## config.mk

```make
export PLATFORM = sky130hd
export DESIGN_NAME = c3_fetch
export DESIGN_NICKNAME = d
export VERILOG_FILES = /design/src/rtl/c3_fetch_pkg.sv /design/src/rtl/c3_fetch_fifo.sv /design/src/rtl/c3_fetch.sv
export SDC_FILE = /design/constraint.sdc
export NUM_CORES = 1
export LEC_CHECK = 0
export ABC_AREA = 0
export CORE_MARGIN = 3
export CORE_UTILIZATION = 40
export CTS_CLUSTER_DIAMETER = 30
export DETAILED_ROUTE_END_ITERATION = 6
export DONT_BUFFER_PORTS = 1
export PLACE_DENSITY = 0.55
export SLEW_MARGIN = 30
export SYNTH_ARGS = -nofsm -noshare
export SYNTH_HDL_FRONTEND = slang
export SYNTH_SLANG_ARGS = --single-unit
```

## constraint.sdc

```tcl
create_clock -name clk -period 9 [get_ports clk]
set_input_delay 0.45 -clock clk [delete_from_list [all_inputs] [get_ports clk]]
set_output_delay 0.45 -clock clk [all_outputs]
set_load 0.05 [all_outputs]
```

## src/rtl/c3_fetch_pkg.sv

```systemverilog
// Shared types and constants for the C3 instruction fetch front-end.
package c3_fetch_pkg;

    typedef enum logic [1:0] {
        S_IDLE  = 2'd0,
        S_WAIT  = 2'd1,
        S_DRAIN = 2'd2
    } fetch_state_t;

    localparam int          ENTRY_W      = 64;
    localparam logic [31:0] RESET_PC_DEF = 32'h0000_0000;

    // Buffered entry layout: PC in the upper word, instruction in the lower word.
    function automatic logic [ENTRY_W-1:0] pack_entry(input logic [31:0] pc,
                                                      input logic [31:0] insn);
        return {pc, insn};
    endfunction

endpackage

```

## src/rtl/c3_fetch_fifo.sv

```systemverilog
// Small synchronous FIFO with flush; head entry is presented without a pop.
module c3_fetch_fifo #(
    parameter int WIDTH      = 64,
    parameter int DEPTH_BITS = 2
) (
    input  logic                  clk,
    input  logic                  reset,
    input  logic                  push,
    input  logic [WIDTH-1:0]      push_data,
    input  logic                  pop,
    input  logic                  flush,
    output logic [DEPTH_BITS:0]   count,
    output logic [WIDTH-1:0]      head
);

    localparam int                  DEPTH    = 1 << DEPTH_BITS;
    localparam logic [DEPTH_BITS:0] FULL_CNT = (DEPTH_BITS + 1)'(DEPTH);
    localparam logic [DEPTH_BITS:0] ZERO_CNT = {(DEPTH_BITS + 1){1'b0}};

    logic [WIDTH-1:0]      mem_r [DEPTH];
    logic [DEPTH_BITS-1:0] rd_ptr_r;
    logic [DEPTH_BITS-1:0] wr_ptr_r;
    logic [DEPTH_BITS:0]   count_r;
    logic                  do_pop_s;
    logic                  do_push_s;

    // Qualify pop against empty and push against full (a same-cycle pop frees a slot).
    always_comb begin
        do_pop_s  = pop && (count_r != ZERO_CNT);
        do_push_s = push && ((count_r != FULL_CNT) || do_pop_s);
    end

    // Storage, pointers and occupancy.
    always_ff @(posedge clk) begin
        if (!reset) begin
            rd_ptr_r <= {DEPTH_BITS{1'b0}};
            wr_ptr_r <= {DEPTH_BITS{1'b0}};
            count_r  <= ZERO_CNT;
            for (int i = 0; i < DEPTH; i++) begin
                mem_r[i] <= {WIDTH{1'b0}};
            end
        end else if (flush) begin
            rd_ptr_r <= {DEPTH_BITS{1'b0}};
            wr_ptr_r <= {DEPTH_BITS{1'b0}};
            count_r  <= ZERO_CNT;
        end else begin
            if (do_push_s) begin
                mem_r[wr_ptr_r] <= push_data;
                wr_ptr_r        <= wr_ptr_r + DEPTH_BITS'(1);
            end
            if (do_pop_s) begin
                rd_ptr_r <= rd_ptr_r + DEPTH_BITS'(1);
            end
            case ({do_push_s, do_pop_s})
                2'b10:   count_r <= count_r + (DEPTH_BITS + 1)'(1);
                2'b01:   count_r <= count_r - (DEPTH_BITS + 1)'(1);
                default: count_r <= count_r;
            endcase
        end
    end

    assign count = count_r;
    assign head  = mem_r[rd_ptr_r];

endmodule

```

## src/rtl/c3_fetch.sv

```systemverilog
// C3 fetch front-end: one outstanding icache access, drain window after each
// access, small PC/instruction buffer towards decode, redirect flushes and restarts.
module c3_fetch
    import c3_fetch_pkg::*;
#(
    parameter logic [31:0] RESET_PC        = RESET_PC_DEF,
    parameter int          FIFO_DEPTH_BITS = 2,
    parameter int          DRAIN_CYCLES    = 3
) (
    input  logic        clk,
    input  logic        reset,
    output logic [31:0] ic_addr,
    output logic        ic_rq,
    input  logic        ic_data_out_valid,
    input  logic [31:0] ic_data_out,
    input  logic        redirect_valid,
    input  logic [31:0] redirect_pc,
    output logic        out_valid,
    input  logic        out_ready,
    output logic [31:0] out_insn,
    output logic [31:0] out_pc,
    output logic        busy
);

    localparam int                       CNT_W        = (DRAIN_CYCLES > 2) ? $clog2(DRAIN_CYCLES) : 1;
    localparam logic [CNT_W-1:0]         DRAIN_RELOAD = CNT_W'(DRAIN_CYCLES - 1);
    localparam logic [FIFO_DEPTH_BITS:0] FIFO_FULL    = (FIFO_DEPTH_BITS + 1)'(1 << FIFO_DEPTH_BITS);

    fetch_state_t               state_r;
    logic [31:0]                pc_r;
    logic [31:0]                ic_addr_r;
    logic                       ic_rq_r;
    logic [CNT_W-1:0]           drain_cnt_r;
    logic                       push_s;
    logic                       pop_s;
    logic [FIFO_DEPTH_BITS:0]   fifo_count_s;
    logic [ENTRY_W-1:0]         fifo_head_s;

    // Only data returning for the live access is buffered; a redirect voids both push and pop.
    always_comb begin
        push_s = (state_r == S_WAIT) && ic_data_out_valid && !redirect_valid;
        pop_s  = out_ready && !redirect_valid;
    end

    c3_fetch_fifo #(
        .WIDTH      (ENTRY_W),
        .DEPTH_BITS (FIFO_DEPTH_BITS)
    ) u_fifo (
        .clk       (clk),
        .reset     (reset),
        .push      (push_s),
        .push_data (pack_entry(pc_r, ic_data_out)),
        .pop       (pop_s),
        .flush     (redirect_valid),
        .count     (fifo_count_s),
        .head      (fifo_head_s)
    );

    // Fetch sequencer: issue, wait for data, then hold off while the cache pipeline empties.
    always_ff @(posedge clk) begin
        if (!reset) begin
            state_r     <= S_IDLE;
            pc_r        <= RESET_PC;
            ic_addr_r   <= RESET_PC;
            ic_rq_r     <= 1'b0;
            drain_cnt_r <= {CNT_W{1'b0}};
        end else if (redirect_valid) begin
            pc_r    <= redirect_pc;
            ic_rq_r <= 1'b0;
            if (state_r != S_IDLE) begin
                state_r     <= S_DRAIN;
                drain_cnt_r <= DRAIN_RELOAD;
            end else begin
                state_r <= S_IDLE;
            end
        end else begin
            case (state_r)
                S_IDLE: begin
                    if (fifo_count_s < FIFO_FULL) begin
                        ic_addr_r <= pc_r;
                        ic_rq_r   <= 1'b1;
                        state_r   <= S_WAIT;
                    end else begin
                        state_r <= S_IDLE;
                    end
                end
                S_WAIT: begin
                    if (ic_data_out_valid) begin
                        pc_r        <= pc_r + 32'd1;
                        ic_rq_r     <= 1'b0;
                        drain_cnt_r <= DRAIN_RELOAD;
                        state_r     <= S_DRAIN;
                    end else begin
                        state_r <= S_WAIT;
                    end
                end
                S_DRAIN: begin
                    if (drain_cnt_r == {CNT_W{1'b0}}) begin
                        state_r <= S_IDLE;
                    end else begin
                        drain_cnt_r <= drain_cnt_r - CNT_W'(1);
                    end
                end
                default: begin
                    state_r <= S_IDLE;
                    ic_rq_r <= 1'b0;
                end
            endcase
        end
    end

    assign ic_addr   = ic_addr_r;
    assign ic_rq     = ic_rq_r;
    assign out_valid = (fifo_count_s != {(FIFO_DEPTH_BITS + 1){1'b0}});
    assign out_pc    = fifo_head_s[63:32];
    assign out_insn  = fifo_head_s[31:0];
    assign busy      = (state_r == S_WAIT) || (state_r == S_DRAIN);

endmodule

```

; Word-level counts from Yosys, hierarchy flattened
; Memory sizes are Yosys's and may differ from the RTL's. A register that Yosys moved wholly into a read port is not among the register bits.
; Index checks and enable logic that the tools add are counted.
[word_totals]
input_bits = 69
mem_count = 1
ram_bits = 256
wordCells = 80
output_inout_bits = 99
regBits = 76
[classes]
n_addsub = 6
n_eq_ne = 11
mux = 28
magnitude_cmp = 1
n_bitwise = 3
n_reduce_logical = 22
[mem_list]
columns = name, words, word_bits, read_ports, rd_ports_with_merged_regs, write_ports, line_no
row1 = u_fifo.mem_r, 4, 64, 1, 1, 4, c3_fetch_fifo.sv:20  ; logic [WIDTH-1:0] mem_r [DEPTH];
[op_table]
columns = cell, count
row1 = $mux W32, 3
row2 = $mux W64, 1
row3 = $reduce_or A64 Y1, 1
row4 = $add A32 B1 Y32 const B, 1
row5 = $mux W2, 11
row6 = $ne A3 B3 Y1 const B, 4
row7 = $mux W1, 9
row8 = $reduce_bool A2 Y1, 4
row9 = $pmux W2 S3, 1
row10 = $pmux W3 S2, 1
row11 = $reduce_and A3 Y1, 2
row12 = $reduce_bool A3 Y1, 2
row13 = $logic_and A1 B1 Y1, 5
row14 = $add A2 B1 Y2 const B, 2
row15 = $eq A2 B1 Y1 const B, 2
row16 = $eq A2 B2 Y1 const B, 2
row17 = $logic_not A2 Y1, 2
row18 = $ne A2 B2 Y1 const B, 2
row19 = $pmux W2 S2, 1
row20 = $reduce_and A4 Y1, 1
row21 = $add A3 B1 Y3 const B, 1
row22 = $lt A3 B3 Y1 const B, 1
row23 = $not A1 Y1, 3
row24 = $pmux W1 S3, 1
row25 = other kinds (7), 8

; Depth between registers and ports, before layout
; Gate-level depths: netlist of the first run.
[depth]
word_depth = 11
ltp_mapped = 9
depth_no_buf = 8

; Cells and area by module
; Synthesis of the first run repeated with hierarchy kept, for this count alone.
[unflattened]
cells_unflattened = 1090
hier_area_um2 = 14789.2
[by_module_without_submodules]
columns = mod, cells_each, area_each_um2, instances, seq_area_each_um2
row1 = c3_fetch_fifo, 673, 11443.5, 1, 7867.5
row2 = c3_fetch, 417, 3345.7, 1, 1381.3

; Worst setup path before layout of the first run
; No wires, ideal clock.
[synth_path]
path_type = reg-to-reg
from = register state_r[1]
to = memory u_fifo.mem_r[0][0], enable pin
arrival_ns = 6.048
path_buffers = 1
required_ns = 8.419
path_slack_ns = 2.371
path_stages_with_launch = 7
setup_ns = 0.581
cell_sequence = dfxtp_1 > inv_1 > ha_1 > nand2_2 > clkbuf_1 > or3_1 > o31ai_1
[synth_lines]
columns = element, line_no
row1 = start: declaration, c3_fetch.sv:29  ; fetch_state_t state_r;
row2 = start signal: assignment, c3_fetch.sv:62  ; state_r <= S_IDLE;
row3 = start signal: assignment, c3_fetch.sv:71  ; state_r <= S_DRAIN;
row4 = start signal: assignment, c3_fetch.sv:74  ; state_r <= S_IDLE;
row5 = end: declaration, c3_fetch_fifo.sv:20

==> results.md, run 1 <==
* Outcome: complete, no violations
* Layout Area Growth over Synthesis at 21.5%
* Sequential-to-total area share from yosys stat at 63.1%
* Worst slew margin relative to its limit at 44.3%
* Post-synth EDFFs at 256
* Post-DP HPWL at 20900 µm
* Initial DRT Pass Iterations at 5
* DRT iter0 DRCs at 525
* Fraction of layout cells with a size suffix above 1 at 18.4%
* Cell family with most CP delay: multiplexers
* Row cnt at 69
* Worst path slowest cell: mux4_2
* Mapped Nets at between 1000 and 1500
* Synth Warn # at 0
* Core area at ~0.036 mm²
* CP max stage delay at 780 ps
* Hold Path Origin: redirect_pc[2]
* M3 GR Usage at 5.68%
* Aggregate global routing overflow at 0
* GR peak layer: met2
* First-pass GRT wire length at 56800 µm
* Pin count of the biggest net entering global routing at between 60 and 70
* Die Footprint at ~0.039 mm²
* Drt via density at 5.39
* Buf/Inv on CP at 1
* Post-Synthesis Cells at 1094
* Cell Area, Synth at 0.0147 mm²
* CP Class: register to primary output
* Routing usage on met2 at 30.6%
* CTS tree: yes
* Pwr Density at 273 mW/mm²
* Layout fillers at 3044
* Met1 GRT Util at 25.6%
* Pre-CTS setup slack at between 5000 and 6000 ps
* Total power at 4.86 mW
* Postcts setup bufs at 0
* Distinct cells, synth at 50
* Seq cells post-synth at 334
* Crit Reg-Reg Startpoint: state_r[1]
* Avg WL per Cell at 22.7 µm
* PnR worst setup slack at 5640 ps
* Clock Path Buffers at 3
* Primary FF master, synth: edfxtp_1
* Resize count post-CTS at 0
* Top-level I/O count at 168
* Element type at the critical path start: register
* Async set-or-reset flop fraction in the synthesized netlist at 0%
* Least-Margin Pin Slew at 836 ps
* CP Capture Type: primary output
* Initial Util at 40.9%
* IO Port Bufs at 0
* Post-synth top area share at between 50 and 60%
* Fmax achieved at 298 MHz
* Crit path arrival time at a little under 3000 ps
* Leading area contributor after synthesis: edfxtp_1
* Initial antenna violation count at 5
* H-Tree Depth at 3
* Latest clock arrival within the worst-skew pair at 570 ps
* Total track usage at 19.2%
* Peak supply drop at approximately 0.19 mV
* # hold bufs at CTS at 1
* RR Endpoint: u_fifo.mem_r[1][2]
* DRC at 0
* Fin Setup TNS at 0 ps
* CTS buffer count at 77
* P_leak at 6.32 nW
* Final Skew at 13.4 ps
* Nets at ~1200
* Die W at 197 µm
* Average cell area after synthesis at 13.4 µm²
* Vias in the first global route at 9160
* Setup violators final at 0
* Hold/Removal Path Class: primary input to register
* DRT Wirelength at 37000 µm
* Worst hold path cell count at 2
* Top cells by area, synth: edfxtp_1 52%, and2_1 11%, dfxtp_1 11%, mux4_2 9.8%, nand2_1 2.3%
* Crit path cell chain: buf_4, mux4_2
* RSZ-0062 raised after global routing: false
* Final Hold Viols at 0
* Fin crit share at a little under two fifths
* Routed Antenna Nets at 0
* Maxcap violations at 0
* Placer congestion estimate at 0.756
* Die Height at between 150 and 200 µm
* R2r setup slk at just under 6000 ps
* Crit path max fanout at 37
* Register-to-Register Path Depth at 7
* Clock-pin slew on the worst setup and hold paths at 50 ps
* Root buffer cell: clkbuf_16
* Hold Path End: pc_r[2]
* Num Clock Sinks at 334
* Worst path required time at 8550 ps
* Via count at 8770
* Pins Over Slew Limit at 0
* Crit path time final at 3360 ps
routing by layer:
layer | wire [µm] | up-vias
met1 | 16300 | 4400
met2 | 17500 | 247
met4 | 659 | 8
met5 | 37 | -
li1 | - | 4050
met3 | 2430 | 65
flip-flops by register name, summed over array words and instances (netlist names), named ones only:
signal / cells
u_fifo.rd_ptr_r: 2
ic_rq: 1
u_fifo.wr_ptr_r: 2
drain_cnt_r: 2
pc_r: 32
u_fifo.mem_r: 256
u_fifo.count: 3
ic_addr: 32
state_r: 2
cell families (layout without fill, tap and decap cells):
kind of cell	Yosys count	in the layout	share of synthesized area [%]
buffers and inverters	93	165	2.55
and+or+nand+nor	461	461	18.0
xor gates and xnor gates	14	14	0.836
AOI/OAI and AO/OA	118	118	4.87
other	0	1	0
adders and majority gates	6	6	0.563
DFF	334	334	63.1
muxes	68	68	10.1
worst reg2reg max path, stage by stage (launching register included):
cell	delay (ps)
dfxtp_1	310
inv_1	90
ha_1	300
nand2_2	240
nor3_1	340
nand2_1	140
o21ai_4	660
buf_4	740
cell type report:
class	instances	area [µm²]	area share [%]
multi-input combinational	667	5110	28.7
clock buffer	92	2090	11.7
tap	461	577	3.24
timing repair buffer	13	128	0.716
inverter	9	33.8	0.190
clock inverter	51	621	3.48
sequential	334	9260	52.0
antenna	1	2.50	0.0140
cell usage in the layout, fill, tap and decap left out, types with 16 or more instances in the layout:
cell and instances:
nand2_1 89, a21oi_1 41, dfxtp_1 76, mux4_2 64
clkbuf_16 82, nor2_1 20, a31oi_1 16, edfxtp_1 256
and2_1 254, o21ai_0 25
power breakdown:
group / leakage [nW] / total [mW] / internal, mW / switching (mW)
Clock: 1.31 / 2.88 / 2.02 / 0.861
Combinational: 1.72 / 0.186 / 0.0478 / 0.138
Sequential: 3.29 / 1.79 / 1.72 / 0.0687
stage by stage:
stage / utilization (%) / hold slack (ps) / instances / instance area (µm²)
CTS: 49.7 / 4.48 / 1627 / 17800
global placement: 42.0 / 455 / 1482 / 15000
finish: 49.7 / 32.4 / 1628 / 17800
floorplan: - / 444 / 1094 / 14700
global route: 49.7 / 9.79 / 1627 / 17800
detailed placement: 42.1 / 465 / 1483 / 15100
cell usage after synthesis, drive strengths merged, types with 6 or more instances:
master and n:
a211oi 8, buf 17, nand3 13, edfxtp 256
nand2b 9, inv 9, a31oi 16, or4 12
and3 12, clkbuf 67, o31ai 10, dfxtp 78
xor2 8, a21oi 41, o21ai 27, nor3 11
or3 11, mux4 64, nor2 21, and2 254
nand4 9, nand2 91, xnor2 6
worst max path at each step:
stage,endpoint,slack [ps],cells past startpoint,from
detailed placement,u_fifo.mem_r[1][28],5740,7,state_r[1]
floorplan,u_fifo.mem_r[0][0],2370,6,state_r[1]
finish,out_insn[12],5640,2,register
CTS,out_pc[16],5490,2,register
global route,out_insn[12],5350,2,register
global placement,u_fifo.mem_r[1][11],5780,7,state_r[1]
(Power assumes the default switching activity.)
==> inputs of run 2 (changes only) <==
PLACE_DENSITY = 0.57   (was 0.55)
clock period = 3.05 ns   (was 9 ns; I/O delays follow)
==> run 2 against run 1 <==
Sequential cell count stayed put. Final cell count rose by 4.8%. Via count increased by 3.6%. Clock power grew to 2.8 times the previous value. Wire length increased by 0.33%. Setup slack got worse by 5200 ps. Core utilization grew 2.1 points. Combinational power grew to 3.7 times the previous value. Sequential power rose to 3.0 times the previous value. Worst hold slack lost 1.8 ps. Critical endpoint is now pc_r[13]. Largest power group unchanged.
==> results.md, run 2 (synthesis gave the netlist of run 1 again) <==
* RSZ-0062 raised after global routing: false (unchanged)
* Fin Setup TNS at 0 ps (unchanged)
* Via count at 9090 (was 8770)
* Final Cell Area at 0.0186 mm² (was 0.0178 mm²)
* Largest register FFs at 256 (unchanged)
* DRT iter0 DRCs at 461 (was 525)
* Layout Area Growth over Synthesis at 26.7% (was 21.5%)
* DP Area at 0.0153 mm² (was 0.0151 mm²)
* Num Clock Sinks at 334 (unchanged)
* Nets at 1259 (was 1177)
* Most frequent cells in the layout: 256 x edfxtp_1, 254 x and2_1, 89 x nand2_1, 77 x clkbuf_16, 75 x dfxtp_1 (was 256 x edfxtp_1, 254 x and2_1, 89 x nand2_1, 82 x clkbuf_16, 76 x dfxtp_1)
* Pins Over Slew Limit at 0 (unchanged)
* Final Hold Viols at 0 (unchanged)
* Pin count of the biggest net entering global routing at 65 (unchanged)
* Crit path arrival time at 3030 ps (was 2910 ps)
* Pint at 10.9 mW (was 3.79 mW)
* RR Endpoint: pc_r[13] (was u_fifo.mem_r[1][2])
* Final Skew at 18.6 ps (was 13.4 ps)
* Aggregate global routing overflow at 0 (unchanged)
* Hold Path End: u_fifo.mem_r[3][43] (was pc_r[2])
* Drt via density at 5.33 (was 5.39)
* Least-Margin Pin Slew at 839 ps (was 836 ps)
* Initial DRT Pass Iterations at 4 (was 5)
* Post-DP HPWL at 21800 µm (was 20900 µm)
* Postcts setup bufs at 0 (unchanged)
* Cell family with most CP delay: buffers and inverters (was multiplexers)
* Worst path slowest cell: dlygate4sd3_1 (was mux4_2)
* CP max stage delay at 560 ps (was 780 ps)
* Crit path max fanout at 10 (was 37)
* Antenna fix cells at 0 (was 1)
* Outcome: complete, no violations (unchanged)
* Maxcap violations at 0 (unchanged)
* Latest clock arrival within the worst-skew pair at 560 ps (was 570 ps)
* GR peak layer: met2 (unchanged)
* Pwr Density at 757 mW/mm² (was 273 mW/mm²)
* Fmax achieved at 386 MHz
* Leading cell type in the layout, fill and taps excluded: edfxtp_1 (unchanged)
* Worst hold path cell count at 1 (was 2)
* Worst path required time at 3490 ps (was 8550 ps)
* IO Port Bufs at 0 (unchanged)
* Placer congestion estimate at 0.770 (was 0.756)
* Layout Cells excl Fill at 1706 (was 1628)
* Clock Path Buffers at 3 (unchanged)
* Power share of the combinational group at 4.8% (was 3.8%)
* CTS buffer count at 76 (was 77)
* Sw frac at 22.4% (was 22.0%)
* Worst slew margin relative to its limit at 44.0% (was 44.3%)
* Fraction of layout cells with a size suffix above 1 at 18.6% (was 18.4%)
* Fin crit share at 84.9%
* CP Class: register to register (was register to primary output)
* Total track usage at 19.3% (was 19.2%)
* Setup violators final at 0 (unchanged)
* DRT Wirelength at 37100 µm (was 37000 µm)
* Die Height at 197 µm (unchanged)
* Routed Antenna Nets at 0 (unchanged)
* Vias in the first global route at 9680 (was 9160)
* Routing usage on met2 at 31.3% (was 30.6%)
* Die W at 197 µm (unchanged)
* Element type at the critical path start: register (unchanged)
* Crit path time final at 2590 ps
* Hold/Removal Path Class: primary input to register (unchanged)
* Die Footprint at 0.0390 mm² (unchanged)
* CTS tree: yes (unchanged)
* Largest Register: u_fifo.mem_r (unchanged)
* First-pass GRT wire length at 57700 µm (was 56800 µm)
* P_leak at 6.67 nW (was 6.32 nW)
* Top-level I/O count at 168 (unchanged)
* Dpl cells at 1498 (was 1483)
* Hold Path Origin: reset (was redirect_pc[2])
* Clock share of power at 57.6% (was 59.3%)
* M3 GR Usage at 4.43% (was 5.68%)
* Initial Util at 40.9% (unchanged)
* R2r setup slk at 460 ps (was 5780 ps)
* H-Tree Depth at 3 (unchanged)
* Avg WL per Cell at 21.7 µm (was 22.7 µm)
* Switching power at 3.15 mW (was 1.07 mW)
* Initial antenna violation count at 0 (was 5)
* Register-to-Register Path Depth at 6 (was 7)
* CP Capture Type: register (was primary output)
* Core area at 0.0358 mm² (unchanged)
* Sequential power share at 37.6% (was 36.9%)
* Crit path cell chain: and4_1, nand4_1, buf_4, o21a_1, o311a_1, dlygate4sd3_1 (was buf_4, mux4_2)
* Crit Reg-Reg Startpoint: pc_r[6] (was state_r[1])
* Peak supply drop at 0.429 mV (was 0.186 mV)
* Met1 GRT Util at 25.9% (was 25.6%)
* Row cnt at 69 (unchanged)
* Root buffer cell: clkbuf_16 (unchanged)
* Buf/Inv on CP at 2 (was 1)
* CP Depth at 6 (was 2)
* Clock-pin slew on the worst setup and hold paths at 50 ps (about the same)
* DRC at 0 (unchanged)
* Total power at 14.1 mW (was 4.86 mW)
## run 2: cell types whose count changed in the layout (fill, tap and decap cells not counted), sizes merged
cell         previous run  this run
clkinv                 29        26
dlygate4sd3             1        68
bufinv                 13        11
inv                    12        17
clkinvlp                6         3
diode                   1         0
clkbuf                 92        91
buf                    12        28
## run 2: routing by layer
layer	part of all wire [%]	wire length [µm]	vias to the layer above
met5	0	0	-
met2	48	17900	269
li1	-	-	4221
met1	44	16300	4542
met4	2.1	762	0
met3	5.7	2110	58
## run 2: worst max path at each step
stage	startpoint	endpoint	slack [ps]
2_1_floorplan	state_r[1]	u_fifo.mem_r[0][0]	-270
3_3_place_gp	state_r[1]	u_fifo.mem_r[2][39]	710
3_5_place_dp	state_r[1]	u_fifo.mem_r[2][41]	610
4_1_cts	reset	u_fifo.mem_r[2][25]	430
5_1_grt	pc_r[6]	pc_r[13]	330
6_report	pc_r[6]	pc_r[13]	460
## run 2: what timing repair did
action | CTS | global route
setup endpoints to repair | 0 | 0
gates resized for setup | 0 | 0
hold buffers | 69 | 0
hold endpoints to repair | 174 | 0
## run 2: worst register-to-register path, cell delays in order, from the launching register on
cell and delay, ps:
dfxtp_1 510, and4_1 350, nand4_1 280, buf_4 280, o21a_1 170, o311a_1 320, dlygate4sd3_1 560
## run 2: layout make-up
class,instances,area (µm²)
repair buffers,96,1010
clock inverters,48,557
fillers,3007,17200
multi-input cells,667,5120
inverters,9,33.8
well taps,461,577
clock buffers,91,2020
flip-flops and latches,334,9260
## run 2: metrics by stage
stage | worst slack [ps] | hold WS (ps) | util (%)
floorplan | -268 | 296 | -
global placement | 708 | 289 | 42.8
detailed placement | 610 | 292 | 42.8
CTS | 435 | 25.5 | 51.9
global route | 326 | 31.0 | 51.9
finish | 461 | 30.6 | 51.9
## run 2: power groups by stage
stage	Sequential, mW	Combinational [mW]	Clock (mW)
after floorplan	5.30	0.476	0
after global placement	5.36	0.583	0
after global routing	5.30	0.732	8.49
after detailed placement	5.36	0.587	0
final	5.29	0.680	8.11
after CTS	5.29	0.689	8.25
